## src/rtl/mod_div_scheduler_if.sv

```systemverilog
// Request/response bundle for the shared divide/modulo sequencer.
// master drives requests and consumes results; slave is the sequencer.
interface mod_div_scheduler_if #(
  parameter int N_REQ = 2,
  parameter int WIDTH = 16
);
  logic [N_REQ-1:0]       req_valid;
  logic [N_REQ-1:0]       req_op;
  logic [N_REQ*WIDTH-1:0] req_num;
  logic [N_REQ*WIDTH-1:0] req_den;
  logic [N_REQ-1:0]       req_ready;
  logic                   rsp_valid;
  logic [1:0]             rsp_id;
  logic [WIDTH-1:0]       rsp_data;
  logic                   rsp_dbz;
  logic                   rsp_ready;

  modport master (
    output req_valid, req_op, req_num, req_den, rsp_ready,
    input  req_ready, rsp_valid, rsp_id, rsp_data, rsp_dbz
  );

  modport slave (
    input  req_valid, req_op, req_num, req_den, rsp_ready,
    output req_ready, rsp_valid, rsp_id, rsp_data, rsp_dbz
  );
endinterface

```

## src/rtl/mod_div_scheduler.sv

```systemverilog
// Round-robin arbiter feeding one iterative restoring divider.
// One quotient/remainder per grant, returned over valid/ready.
module mod_div_scheduler #(
  parameter int N_REQ = 2,
  parameter int WIDTH = 16
) (
  input  logic                clk,
  input  logic                rst,
  mod_div_scheduler_if.slave  bus,
  output logic                busy
);

  localparam int CW = $clog2(WIDTH + 1);

  typedef enum logic [1:0] {IDLE, RUN, DONE} state_e;

  state_e           state_q, state_d;
  logic [1:0]       ptr_q, ptr_d;
  logic [1:0]       id_q, id_d;
  logic [CW-1:0]    cnt_q, cnt_d;
  logic             op_q, op_d;
  logic             dbz_q, dbz_d;
  logic [WIDTH-1:0] den_q, den_d;
  logic [WIDTH-1:0] rem_q, rem_d;
  logic [WIDTH-1:0] quo_q, quo_d;
  logic [WIDTH-1:0] data_q, data_d;

  logic             gnt_found;
  logic [1:0]       gnt_idx;
  logic [2:0]       scan;
  logic             sel_op;
  logic [WIDTH-1:0] sel_num, sel_den;
  logic [WIDTH:0]   rem_sh, trial;
  logic [WIDTH-1:0] rem_nx, quo_nx;

  // first valid requester at or after ptr, wrapping
  always_comb begin
    gnt_found = 1'b0;
    gnt_idx   = '0;
    scan      = '0;
    for (int k = 0; k < N_REQ; k++) begin
      scan = {1'b0, ptr_q} + 3'(k);
      if (scan >= 3'(N_REQ)) scan = scan - 3'(N_REQ);
      for (int i = 0; i < N_REQ; i++) begin
        if (!gnt_found && scan == 3'(i)
            && bus.req_valid[i]) begin
          gnt_found = 1'b1;
          gnt_idx   = 2'(i);
        end
      end
    end
  end

  always_comb begin
    sel_op  = 1'b0;
    sel_num = '0;
    sel_den = '0;
    for (int i = 0; i < N_REQ; i++) begin
      if (gnt_idx == 2'(i)) begin
        sel_op  = bus.req_op[i];
        sel_num = bus.req_num[i*WIDTH +: WIDTH];
        sel_den = bus.req_den[i*WIDTH +: WIDTH];
      end
    end
  end

  always_comb begin
    bus.req_ready = '0;
    for (int i = 0; i < N_REQ; i++) begin
      bus.req_ready[i] = rst && (state_q == IDLE)
                         && gnt_found && (gnt_idx == 2'(i));
    end
  end

  // trial sign bit decides restore vs. keep
  assign rem_sh = {rem_q, quo_q[WIDTH-1]};
  assign trial  = rem_sh - {1'b0, den_q};
  assign rem_nx = trial[WIDTH] ? rem_sh[WIDTH-1:0]
                               : trial[WIDTH-1:0];
  assign quo_nx = {quo_q[WIDTH-2:0], ~trial[WIDTH]};

  always_comb begin
    state_d = state_q;
    ptr_d   = ptr_q;
    id_d    = id_q;
    cnt_d   = cnt_q;
    op_d    = op_q;
    dbz_d   = dbz_q;
    den_d   = den_q;
    rem_d   = rem_q;
    quo_d   = quo_q;
    data_d  = data_q;
    unique case (state_q)
      IDLE: begin
        if (gnt_found) begin
          op_d  = sel_op;
          id_d  = gnt_idx;
          den_d = sel_den;
          ptr_d = (gnt_idx == 2'(N_REQ - 1))
                  ? 2'd0 : gnt_idx + 2'd1;
          if (sel_den == '0) begin
            data_d  = '0;
            dbz_d   = 1'b1;
            state_d = DONE;
          end else begin
            rem_d   = '0;
            quo_d   = sel_num;
            cnt_d   = '0;
            dbz_d   = 1'b0;
            state_d = RUN;
          end
        end
      end
      RUN: begin
        rem_d = rem_nx;
        quo_d = quo_nx;
        cnt_d = cnt_q + CW'(1);
        if (cnt_q == CW'(WIDTH - 1)) begin
          cnt_d   = '0;
          data_d  = op_q ? rem_nx : quo_nx;
          state_d = DONE;
        end
      end
      DONE: begin
        if (bus.rsp_ready) state_d = IDLE;
      end
      default: state_d = IDLE;
    endcase
  end

  always_ff @(posedge clk or negedge rst) begin
    if (!rst) begin
      state_q <= IDLE;
      ptr_q   <= '0;
      id_q    <= '0;
      cnt_q   <= '0;
      op_q    <= 1'b0;
      dbz_q   <= 1'b0;
      den_q   <= '0;
      rem_q   <= '0;
      quo_q   <= '0;
      data_q  <= '0;
    end else begin
      state_q <= state_d;
      ptr_q   <= ptr_d;
      id_q    <= id_d;
      cnt_q   <= cnt_d;
      op_q    <= op_d;
      dbz_q   <= dbz_d;
      den_q   <= den_d;
      rem_q   <= rem_d;
      quo_q   <= quo_d;
      data_q  <= data_d;
    end
  end

  assign bus.rsp_valid = (state_q == DONE);
  assign bus.rsp_id    = id_q;
  assign bus.rsp_data  = data_q;
  assign bus.rsp_dbz   = dbz_q;
  assign busy          = (state_q != IDLE);

endmodule

```

## src/flat_wrapper.sv

```systemverilog
// flat-port wrapper written by rule: the top's interface ports become plain ports
module mod_div_scheduler_flat 
#(
  parameter int N_REQ = 2,
  parameter int WIDTH = 16
)
  (clk, rst, busy, bus_req_valid, bus_req_op, bus_req_num, bus_req_den, bus_rsp_ready, bus_req_ready, bus_rsp_valid, bus_rsp_id, bus_rsp_data, bus_rsp_dbz);
  mod_div_scheduler_if #(.N_REQ(N_REQ), .WIDTH(WIDTH)) bus_i ();
  input  logic clk;
  input  logic rst;
  output logic busy;
  input wire logic [$bits(bus_i.req_valid)-1:0] bus_req_valid;
  input wire logic [$bits(bus_i.req_op)-1:0] bus_req_op;
  input wire logic [$bits(bus_i.req_num)-1:0] bus_req_num;
  input wire logic [$bits(bus_i.req_den)-1:0] bus_req_den;
  input wire logic [$bits(bus_i.rsp_ready)-1:0] bus_rsp_ready;
  output wire logic [$bits(bus_i.req_ready)-1:0] bus_req_ready;
  output wire logic [$bits(bus_i.rsp_valid)-1:0] bus_rsp_valid;
  output wire logic [$bits(bus_i.rsp_id)-1:0] bus_rsp_id;
  output wire logic [$bits(bus_i.rsp_data)-1:0] bus_rsp_data;
  output wire logic [$bits(bus_i.rsp_dbz)-1:0] bus_rsp_dbz;
  assign bus_i.req_valid = bus_req_valid;
  assign bus_i.req_op = bus_req_op;
  assign bus_i.req_num = bus_req_num;
  assign bus_i.req_den = bus_req_den;
  assign bus_i.rsp_ready = bus_rsp_ready;
  assign bus_req_ready = bus_i.req_ready;
  assign bus_rsp_valid = bus_i.rsp_valid;
  assign bus_rsp_id = bus_i.rsp_id;
  assign bus_rsp_data = bus_i.rsp_data;
  assign bus_rsp_dbz = bus_i.rsp_dbz;
  mod_div_scheduler #(.N_REQ(N_REQ), .WIDTH(WIDTH)) u_core (.clk(clk), .rst(rst), .bus(bus_i), .busy(busy));
endmodule
```

## config.mk

```make
export PLATFORM = sky130hd
export DESIGN_NAME = mod_div_scheduler_flat
export DESIGN_NICKNAME = d
export VERILOG_FILES = /design/src/rtl/mod_div_scheduler_if.sv /design/src/rtl/mod_div_scheduler.sv /design/src/flat_wrapper.sv
export SDC_FILE = /design/constraint.sdc
export NUM_CORES = 1
export LEC_CHECK = 0
export CAP_MARGIN = 20
export CORE_ASPECT_RATIO = 0.8
export CORE_MARGIN = 4
export CORE_UTILIZATION = 57
export CTS_BUF_LIST = sky130_fd_sc_hd__clkbuf_16
export CTS_CLUSTER_DIAMETER = 50
export DETAILED_ROUTE_END_ITERATION = 6
export GPL_TIMING_DRIVEN = 0
export PLACE_DENSITY_LB_ADDON = 0.15
export SETUP_SLACK_MARGIN = 0.4
export SLEW_MARGIN = 20
export SYNTH_ARGS = -nofsm -noshare
export SYNTH_HDL_FRONTEND = slang
export SYNTH_SLANG_ARGS = --single-unit
```

## constraint.sdc

```tcl
create_clock -name clk -period 8.4 [get_ports clk]
set_clock_uncertainty 0.2 [all_clocks]
set_input_delay 1.68 -clock clk [delete_from_list [all_inputs] [get_ports clk]]
set_output_delay 1.68 -clock clk [all_outputs]
set_load 0.005 [all_outputs]
```

* Word-level counts from Yosys, hierarchy flattened
Index checks and enable logic that the tools add are counted.
** Word-level totals
- Bits of input ports :: 71
- Flip-flop bits (word level) :: 77
** Operators by class
- Order comparisons :: 2
- Bitwise gates (word level) :: 1
- Muxes and demuxes :: 38
- Equal/unequal tests :: 11
- Reduce and logical (&&, ||, !) cells :: 25
- Add/sub/neg operators :: 6
** Operator list (number)
- 16-bit 2-to-1 mux :: 13
- 16-bit one-hot mux with 2 select lines :: 3
- 17-bit by 16-bit subtractor with 17-bit output :: 1
- 16-bit logical NOT :: 1
- 5-bit 2-to-1 mux :: 3
- 1-bit logical AND :: 11
- 1-bit 2-to-1 mux :: 10
- 2-bit 2-to-1 mux :: 5
- 5-bit one-hot mux with 2 select lines :: 1
- 3-bit by 1-bit == test with 1-bit output (second input constant) :: 2
- 3-bit logical NOT :: 2
- 3-bit 2-to-1 mux :: 2
- 2-bit != test (second input constant) :: 3
- 2-bit one-hot mux with 3 select lines :: 1
- 3-bit AND reduction :: 2
- 5-bit by 1-bit adder with 5-bit output (second input constant) :: 1
- 5-bit by 4-bit == test with 1-bit output (second input constant) :: 1
- 2-bit logical NOT :: 2
- 2-bit by 1-bit != test with 1-bit output (second input constant) :: 2
- 4-bit AND reduction :: 1
- 2-bit nonzero test :: 2
- 2-bit by 1-bit adder with 3-bit output (second input constant) :: 1
- 3-bit by 2-bit greater-or-equal comparator with 1-bit output (second input constant) :: 1
- 1-bit logical NOT :: 3
- 9 further kinds :: 9

* Depth between registers and ports, before layout
Gate-level depths: netlist of run 1.
- Depth after elaboration :: 24
- Gate-level depth with buffers :: 14

* Worst setup path before layout of run 1
Ideal clock, no wire load.
- Path kind :: input to output
- Start point :: input port bus_req_valid[0]
- End point :: output port bus_req_ready[0]
- Stages :: 5
- Data required time :: 6.520 ns
- Slack :: 3.820 ns
- Path buffers :: 2
- Data arrival time :: 2.700 ns
- Cells stage by stage :: inv_1 o21ai_0 buf_2 buf_1 and3_1
** Between the ends
- Longest elaborated chain between the ends :: 16
- Elaborated cells on any way between the ends :: 20
** RTL lines
- start: declaration :: line flat_wrapper.sv:12 : input wire logic [$bits(bus_i.req_valid)-1:0] bus_req_valid;
- 1-bit logical AND :: line mod_div_scheduler.sv:46 : && bus.req_valid[i]) begin
- 1-bit 2-to-1 mux :: line mod_div_scheduler.sv:45 : if (!gnt_found && scan == 3'(i)
- 1-bit logical NOT :: line mod_div_scheduler.sv:45
- 1-bit logical AND :: line mod_div_scheduler.sv:45
- 1-bit logical AND :: line mod_div_scheduler.sv:46
- 1-bit 2-to-1 mux :: line mod_div_scheduler.sv:45
- 1-bit logical NOT :: line mod_div_scheduler.sv:45
- 1-bit logical AND :: line mod_div_scheduler.sv:45
- 1-bit logical AND :: line mod_div_scheduler.sv:46
- 1-bit 2-to-1 mux :: line mod_div_scheduler.sv:45
- 1-bit logical NOT :: line mod_div_scheduler.sv:45
- 1-bit logical AND :: line mod_div_scheduler.sv:45
- 1-bit logical AND :: line mod_div_scheduler.sv:46
- 1-bit 2-to-1 mux :: line mod_div_scheduler.sv:45
- 2-bit logical NOT / 1-bit logical AND (equally long branches) :: line mod_div_scheduler.sv:71 : && gnt_found && (gnt_idx == 2'(i));
- 1-bit logical AND (*) :: line mod_div_scheduler.sv:71
- end: declaration :: line flat_wrapper.sv:17 : output wire logic [$bits(bus_i.req_ready)-1:0] bus_req_ready;
Mark *: on every way between the ends. The rest lies on a longest branch, timed or not.

* Final worst setup path of run 1
Ends and elaborated chain as after synthesis.

==> out/qor.yml, run 1 <==
status:
  outcome: "finished, final reports clean"
timing:
  max_freq_mhz: 171
  timing.final.hold_violations: 0
  fin_crit_sh_pct: 69.7
  setup_tns_ns: 0
  final-max-slew-violation-count: 0
  min_period_ns: 5.85
  setup_viol: 0
  layout_setup_ws_ns: 2.55
  max_slew_margin_pct: 44.7
  rsz0062_at_grt: "no"
  worst_slew_pin_slew_ns: 0.828
logic_synthesis:
  syn_inst: 580
  avgSynthCellArea_sq_um: 8.49
  synth-async-reset-ratio_pct: 100
  synthesis.nets: 669
  synthesis.yosys.warnings: 0
  yosys_top_cell_area_share_pct: 38.1
  synth_edf_count: 0
  post_synth_main_area_contributors: "dfrtp_1, mux2i_1, o21ai_0, nand2_1, ha_1"
  ys_ff_latch: 75
  synth_seq_area_share_pct: 38.1
  synthesis.area_sq_um: 4930
  synth_largest_area_cell: "dfrtp_1"
  synth.distinct_cells: 61
  synth_top_flop_cell: "dfrtp_1"
critical_path:
  endpoint: "bus_req_ready[0]"
  timing_worst_setup_path_type: "in2out"
  setup.worst_path.start: "bus_req_valid[0]"
  worstSetupPathDepth: 7
  setup.reg_to_reg.worst_slack_ns: 4.82
  cp_top_family: "buffers and inverters"
  cp_common_cell: "clkdlybuf4s50_1"
  reg2reg_from: "u_core.quo_q[15]$_DFFE_PN0P_"
  cpMaxStageDelayCell: "buf_1"
  required_ns: 6.52
  worst_path_largest_cell_delay_ns: 0.53
  crit_path_start_kind: "primary input"
  path_max_fanout: 10
  r2r_end: "u_core.bus.rsp_data[14]$_DFFE_PN0P_"
  setup.worst_path.end_class: "primary output"
  critical_path.cell_chain: "clkdlybuf4s50_1, inv_1, o21ai_0, buf_2, buf_1, and3_1, clkdlybuf4s50_1"
  critical_path_buf_inv_count: 5
  cp_data_arrival_time_ns: 3.97
  worst-r2r-cell-count: 13
final_layout:
  fraction_of_layout_instances_using_a_drive_strength_above_1_pct: 6.10
  fin_util_pct: 75.1
  n_fill_cell: 627
  layout_common_cells: "clkdlybuf4s50_1, dfrtp_1, nand2_1"
  multi_input_area_sq_um: 2790
  layout_commonest_cell: "clkdlybuf4s50_1"
  area_growth_syn_to_layout_pct: 28.8
  antenna_cells_inserted: 0
  fin_nets: 773
  fin_cells: 800
  sequential_cell_area_sq_um: 1880
floorplanning:
  fp.dieW_um: 112
  rows: 30
  boundaryPins: 94
  dieArea_sq_um: 10200
  initial_utilization_pct: 58.3
  placeableCoreArea_sq_um: 8450
  fp.dieH_um: 91.2
drt:
  vias_per_cell: 6.13
  avgRoutedWirePerCell_um: 18.6
  drt_drc_violations_left: 0
  drt_iter0_drc: 442
  detailroute.via_count: 4901
  drt_pre_antenna_iters: 5
  drt-total-wl_um: 14900
  antenna_violating_nets_left: 0
pwr:
  internal_cell_power_w: 0.00164
  clock_network_fraction_of_total_power_pct: 14.8
  p_sw_w: 0.00139
  switching_share_of_power_pct: 46.0
  p_leak_nw: 2.77
  power.combinational.fraction_pct: 62.2
  power.density_cell_area_nw_per_um2: 477
  power.ir.vdd_worst_v: 0.000298
  seqPwrFrac_pct: 23.0
min_path:
  hold_class: "reg2reg"
  holdPathStages: 1
clock_network:
  tritoncts_num_sinks: 75
  clk_root_buffer_cell: "clkbuf_16"
  cts.repair.resized: 0
  holdBufCountCts: 0
  clockBufferDepth: 2
  cts.repair_timing.setup_buffer_count: 0
  clock_latency_on_the_worst_skew_pair_ns: 0.34
  h_tree_depth: 3
  cts_inserted_buffers: 9
  cts_tree: "yes"
  path_clk_slew_ns: 0.06
global_route:
  grt-ovfl-total: 0
  grt.total_usage_pct: 29.2
  antenna_found_initial: 0
  grt_first_pass_wirelength_um: 24000
  first_global_vias: 4944
  pin_count_of_the_biggest_net_entering_global_routing: 42
job:
  maxCapViolCount: 0
placement:
  gp_routability_congestion: 0.939
  place_ws_ns: 2.54
  dp.final_hpwl_um: 11300
  dp.cells: 785
  portBuffers: 92
-- Yosys cell counts (3+ instances only) --
library cell and number:
dfrtp_1 75, nand2_1 74, o21ai_0 65, nor2_1 55, mux2i_1 44, a21oi_1 35, nand3_1 27, inv_1 24
clkbuf_1 21, ha_1 17, o21ai_1 16, nor4_1 10, xnor2_1 10, and3_1 6, o311ai_1 6, a21o_1 5
a32oi_1 5, buf_2 5, nor3_1 5, or2_2 5, buf_1 4, buf_6 4, nand2b_1 4, o211ai_1 4
or3_1 4, a221o_1 3, nor2b_1 3, o21bai_1 3
-- routing by layer --
| layer | vias up | wire length [um] | GRT usage, % |
|---|---|---|---|
| li1 | 2278 | - | - |
| met1 | 2366 | 6200 | 39.0 |
| met2 | 224 | 7200 | 47.6 |
| met3 | 33 | 1200 | 6.80 |
| met4 | 0 | 313 | 8.81 |
| met5 | - | 0 | 0 |
-- sequential cells by signal, indices dropped and copies added (netlist names) --
signal,flops
u_core.bus.rsp_data,16
u_core.bus.rsp_dbz,1
u_core.bus.rsp_id,1
u_core.cnt_q,5
u_core.den_q,16
u_core.op_q,1
u_core.ptr_q,1
u_core.quo_q,16
u_core.rem_q,16
u_core.state_q,2
-- through the flow --
step	power, W	area [sq um]	hold slack, ns
4_1_cts	0.00299	6340	0.287
2_1_floorplan	0.00198	4930	0.250
3_5_place_dp	0.00251	6000	0.274
3_3_place_gp	0.00242	5990	0.259
5_1_grt	0.00323	6340	0.311
6_report	0.00303	6340	0.284
-- power by group through the flow --
stage | clock network, W | logic (W) | registers, W
after floorplan | 0 | 0.00132 | 0.000654
after detailed placement | 0 | 0.00182 | 0.000696
final | 0.000449 | 0.00188 | 0.000697
after CTS | 0.000447 | 0.00185 | 0.000692
after global routing | 0.000464 | 0.00204 | 0.000718
after global placement | 0 | 0.00174 | 0.000686
-- how the worst min path moves through the flow --
stage,from,endpoint,slack (ns)
4_1_cts,u_core.den_q[9]$_DFFE_PN0P_,u_core.den_q[9]$_DFFE_PN0P_,0.29
3_3_place_gp,u_core.bus.rsp_id[0]$_DFFE_PN0P_,u_core.bus.rsp_id[0]$_DFFE_PN0P_,0.26
2_1_floorplan,u_core.den_q[10]$_DFFE_PN0P_,u_core.den_q[10]$_DFFE_PN0P_,0.25
5_1_grt,u_core.den_q[3]$_DFFE_PN0P_,u_core.den_q[3]$_DFFE_PN0P_,0.31
3_5_place_dp,u_core.den_q[9]$_DFFE_PN0P_,u_core.den_q[9]$_DFFE_PN0P_,0.27
6_report,u_core.bus.rsp_id[0]$_DFFE_PN0P_,u_core.bus.rsp_id[0]$_DFFE_PN0P_,0.28
-- kinds of logic after synthesis --
| group | Yosys count | synth area share, % |
|---|---|---|
| AO/OA/AOI/OAI | 164 | 20.6 |
| AND/OR/NAND/NOR | 204 | 18.9 |
| buffers and inverters | 59 | 5.31 |
| adder cells (fa/ha/maj) | 18 | 4.72 |
| XOR/XNOR | 14 | 3.02 |
| other | 1 | 0.0761 |
| flip-flops | 75 | 38.1 |
| multiplexers | 45 | 9.25 |
-- cell type report --
type                    count  area share (%)
multi-input cells         446            43.9
flip-flops and latches     75            29.6
repair buffers             93            14.8
clock buffers               9            3.55
plain buffers              35            2.70
well taps                 112            2.21
clock inverters             6            1.79
inverters                  24            1.42
Power figures use the tool's default switching activity.
==> run 2: changes to the inputs <==
--- a/config.mk
+++ b/config.mk
@@ -8,7 +8,7 @@
 export CAP_MARGIN = 20
 export CORE_ASPECT_RATIO = 0.8
 export CORE_MARGIN = 4
-export CORE_UTILIZATION = 57
+export CORE_UTILIZATION = 48
 export CTS_BUF_LIST = sky130_fd_sc_hd__clkbuf_16
 export CTS_CLUSTER_DIAMETER = 50
 export DETAILED_ROUTE_END_ITERATION = 6
==> constraint.sdc (replaced) <==
create_clock -name clk -period 4.7 [get_ports clk]
set_clock_uncertainty 0.2 [all_clocks]
set_input_delay 0.94 -clock clk [delete_from_list [all_inputs] [get_ports clk]]
set_output_delay 0.94 -clock clk [all_outputs]
set_load 0.005 [all_outputs]
==> run 2 against run 1 <==
Against the previous run:
- first-iteration DRC count is 2.7% higher
- sequential power grew 78%
- combinational power is 77% higher
- via count down 2.3%
- highest routed layer unchanged
- global-route usage shrank 4.3 points
==> out/qor.yml, run 2 (same netlist as run 1, synthesis figures left out) <==
pwr:
  p_leak_nw: 2.77  # about the same
  power.ir.vdd_worst_v: 0.000429  # was 0.000298 V
  design_power_total_w: 0.00528  # was 0.00303 W
  power.density_cell_area_nw_per_um2: 832  # was 477 nW/um^2
final_layout:
  layout_commonest_cell: "clkdlybuf4s50_1"  # unchanged
  sequential_cell_area_sq_um: 1880  # unchanged
  multi_input_area_sq_um: 2790  # unchanged
  fraction_of_layout_instances_using_a_drive_strength_above_1_pct: 6.10  # unchanged
  antenna_cells_inserted: 0  # unchanged
  layout_common_cells: "clkdlybuf4s50_1, dfrtp_1, nand2_1"  # unchanged
  post-route-cell-area_sq_um: 6350  # was 6340 sq um
  fin_nets: 773  # unchanged
  n_fill_cell: 854  # was 627
  area_growth_syn_to_layout_pct: 28.9  # was 28.8%
floorplanning:
  fp.dieH_um: 98.6  # was 91.2 um
  placeableCoreArea_sq_um: 9810  # was 8450 sq um
  initial_utilization_pct: 50.2  # was 58.3%
  rows: 32  # was 30
  boundaryPins: 94  # unchanged
  fp.dieW_um: 121  # was 112 um
  dieArea_sq_um: 12000  # was 10,200 sq um
job:
  maxCapViolCount: 0  # unchanged
drt:
  drt_drc_violations_left: 0  # unchanged
  detailroute.via_count: 4789  # was 4,901
  antenna_violating_nets_left: 0  # unchanged
  drt_iter0_drc: 454  # was 442
  drt_pre_antenna_iters: 5  # unchanged
  avgRoutedWirePerCell_um: 17.7  # was 18.6 um
  drt-total-wl_um: 14600  # was 14,900 um
  vias_per_cell: 5.81  # was 6.13
clock_network:
  clockBufferDepth: 2  # unchanged
  holdBufCountCts: 0  # unchanged
  tritoncts_num_sinks: 75  # unchanged
  path_clk_slew_ns: 0.06  # about the same
  cts.repair_timing.setup_buffer_count: 0  # unchanged
  h_tree_depth: 3  # unchanged
  cts_inserted_buffers: 9  # unchanged
  clock_latency_on_the_worst_skew_pair_ns: 0.33  # was 0.34 ns
  cts_tree: "yes"  # unchanged
  clk_root_buffer_cell: "clkbuf_16"  # unchanged
min_path:
  hold_end: "u_core.bus.rsp_data[7]$_DFFE_PN0P_"  # was u_core.bus.rsp_id[0]$_DFFE_PN0P_
  holdPathStages: 2  # was 1
  hold_class: "reg2reg"  # unchanged
  hp-start: "u_core.bus.rsp_data[7]$_DFFE_PN0P_"  # was u_core.bus.rsp_id[0]$_DFFE_PN0P_
critical_path:
  path_max_fanout: 10  # unchanged
  setup.reg_to_reg.worst_slack_ns: 1.17  # was 4.82 ns
  setup.worst_path.start: "bus_req_valid[0]"  # unchanged
  reg2reg_from: "u_core.quo_q[15]$_DFFE_PN0P_"  # unchanged
  worst-r2r-cell-count: 12  # was 13
  required_ns: 3.56  # was 6.52 ns
  r2r_end: "u_core.bus.rsp_data[2]$_DFFE_PN0P_"  # was u_core.bus.rsp_data[14]$_DFFE_PN0P_
  cp_data_arrival_time_ns: 2.99  # was 3.97 ns
  crit_path_start_kind: "primary input"  # unchanged
  setup.worst_path.end_class: "primary output"  # unchanged
  timing_worst_setup_path_type: "in2out"  # unchanged
placement:
  portBuffers: 92  # unchanged
  dp.final_hpwl_um: 11300  # about the same
  gp_routability_congestion: 0.923  # was 0.939
  place_area_sq_um: 6040  # was 6000 sq um
global_route:
  grt-ovfl-total: 0  # unchanged
  grt_first_pass_wirelength_um: 24000  # about the same
  pin_count_of_the_biggest_net_entering_global_routing: 51  # was 42
  first_global_vias: 4831  # was 4,944
  grt.total_usage_pct: 24.9  # was 29.2%
  antenna_found_initial: 0  # unchanged
timing:
  rsz0062_at_grt: "no"  # unchanged
  fin_crit_sh_pct: 87.9
  final-max-slew-violation-count: 0  # unchanged
  min_period_ns: 4.13
  worst_slew_pin_slew_ns: 0.853  # was 0.828 ns
  setup_viol: 0  # unchanged
  max_freq_mhz: 242
  max_slew_margin_pct: 43.0  # was 44.7%
  timing.final.hold_violations: 0  # unchanged
  timing.hold.ws_ns: 0.279  # was 0.284 ns
status:
  outcome: "finished, final reports clean"  # unchanged
-- run 2: worst max-delay path by stage --
stage	endpoint	slack (ns)	cells after the start
after floorplan	bus_req_ready[0]	1.60	5
after detailed placement	bus_req_ready[0]	0.32	7
after CTS	bus_req_ready[0]	0.56	7
final	bus_req_ready[0]	0.57	7
after global placement	bus_req_ready[0]	-1.34	3
after global routing	bus_req_ready[0]	0.44	7
-- run 2: through the flow --
step                setup WS, ns  utilization, %  cells  TNS (ns)
floorplan                   1.60               -    580         0
global placement           -1.34            61.3    808    -16.00
detailed placement         0.322            61.6    809         0
CTS                        0.555            64.7    824         0
global route               0.443            64.7    824         0
finish                     0.569            64.7    824         0
-- run 2: per-layer routing --
layer	up-vias	track usage [%]	wire length, um	share of wire [%]
met5	-	0	0	0
met1	2309	35.4	6440	44
li1	2276	-	-	-
met2	183	39.4	6870	47
met4	0	5.86	190	1.3
met3	21	5.28	1080	7.4
-- run 2: worst max-delay path, cell delays in order --
cell	delay (ns)
clkdlybuf4s50_1	0.47
inv_1	0.04
o21ai_0	0.11
buf_2	0.37
buf_2	0.35
and3_1	0.21
clkdlybuf4s50_1	0.51
-- run 2: area by class of cell --
type / count / area share, %
repair buffers: 93 / 14.9
clock inverters: 6 / 1.28
plain buffers: 35 / 2.72
inverters: 24 / 1.42
well taps: 136 / 2.68
clock buffers: 9 / 3.55
multi-input cells: 446 / 43.9
flip-flops and latches: 75 / 29.6
-- run 2: repair_timing --
action / in CTS / in global routing
resized for setup: 1 / 0
endpoints found under the setup margin: 1 / 0
endpoints found under the hold margin: 0 / 0
-- run 2: power breakdown --
group | internal (W) | switching, W
sequential | 0.000973 | 0.000268
combinational | 0.00143 | 0.00189
clock | 0.000458 | 0.000267
==> run 3: changes to the inputs <==
--- a/config.mk
+++ b/config.mk
@@ -5,7 +5,6 @@
 export SDC_FILE = /design/constraint.sdc
 export NUM_CORES = 1
 export LEC_CHECK = 0
-export CAP_MARGIN = 20
 export CORE_ASPECT_RATIO = 0.8
 export CORE_MARGIN = 4
 export CORE_UTILIZATION = 48
@@ -15,6 +14,7 @@
 export GPL_TIMING_DRIVEN = 0
 export PLACE_DENSITY_LB_ADDON = 0.15
 export SETUP_SLACK_MARGIN = 0.4
+export SKIP_LAST_GASP = 1
 export SLEW_MARGIN = 20
 export SYNTH_ARGS = -nofsm -noshare
 export SYNTH_HDL_FRONTEND = slang
==> results of run 3 <==
The final DEF is identical to that of run 2; final timing and power are the same.
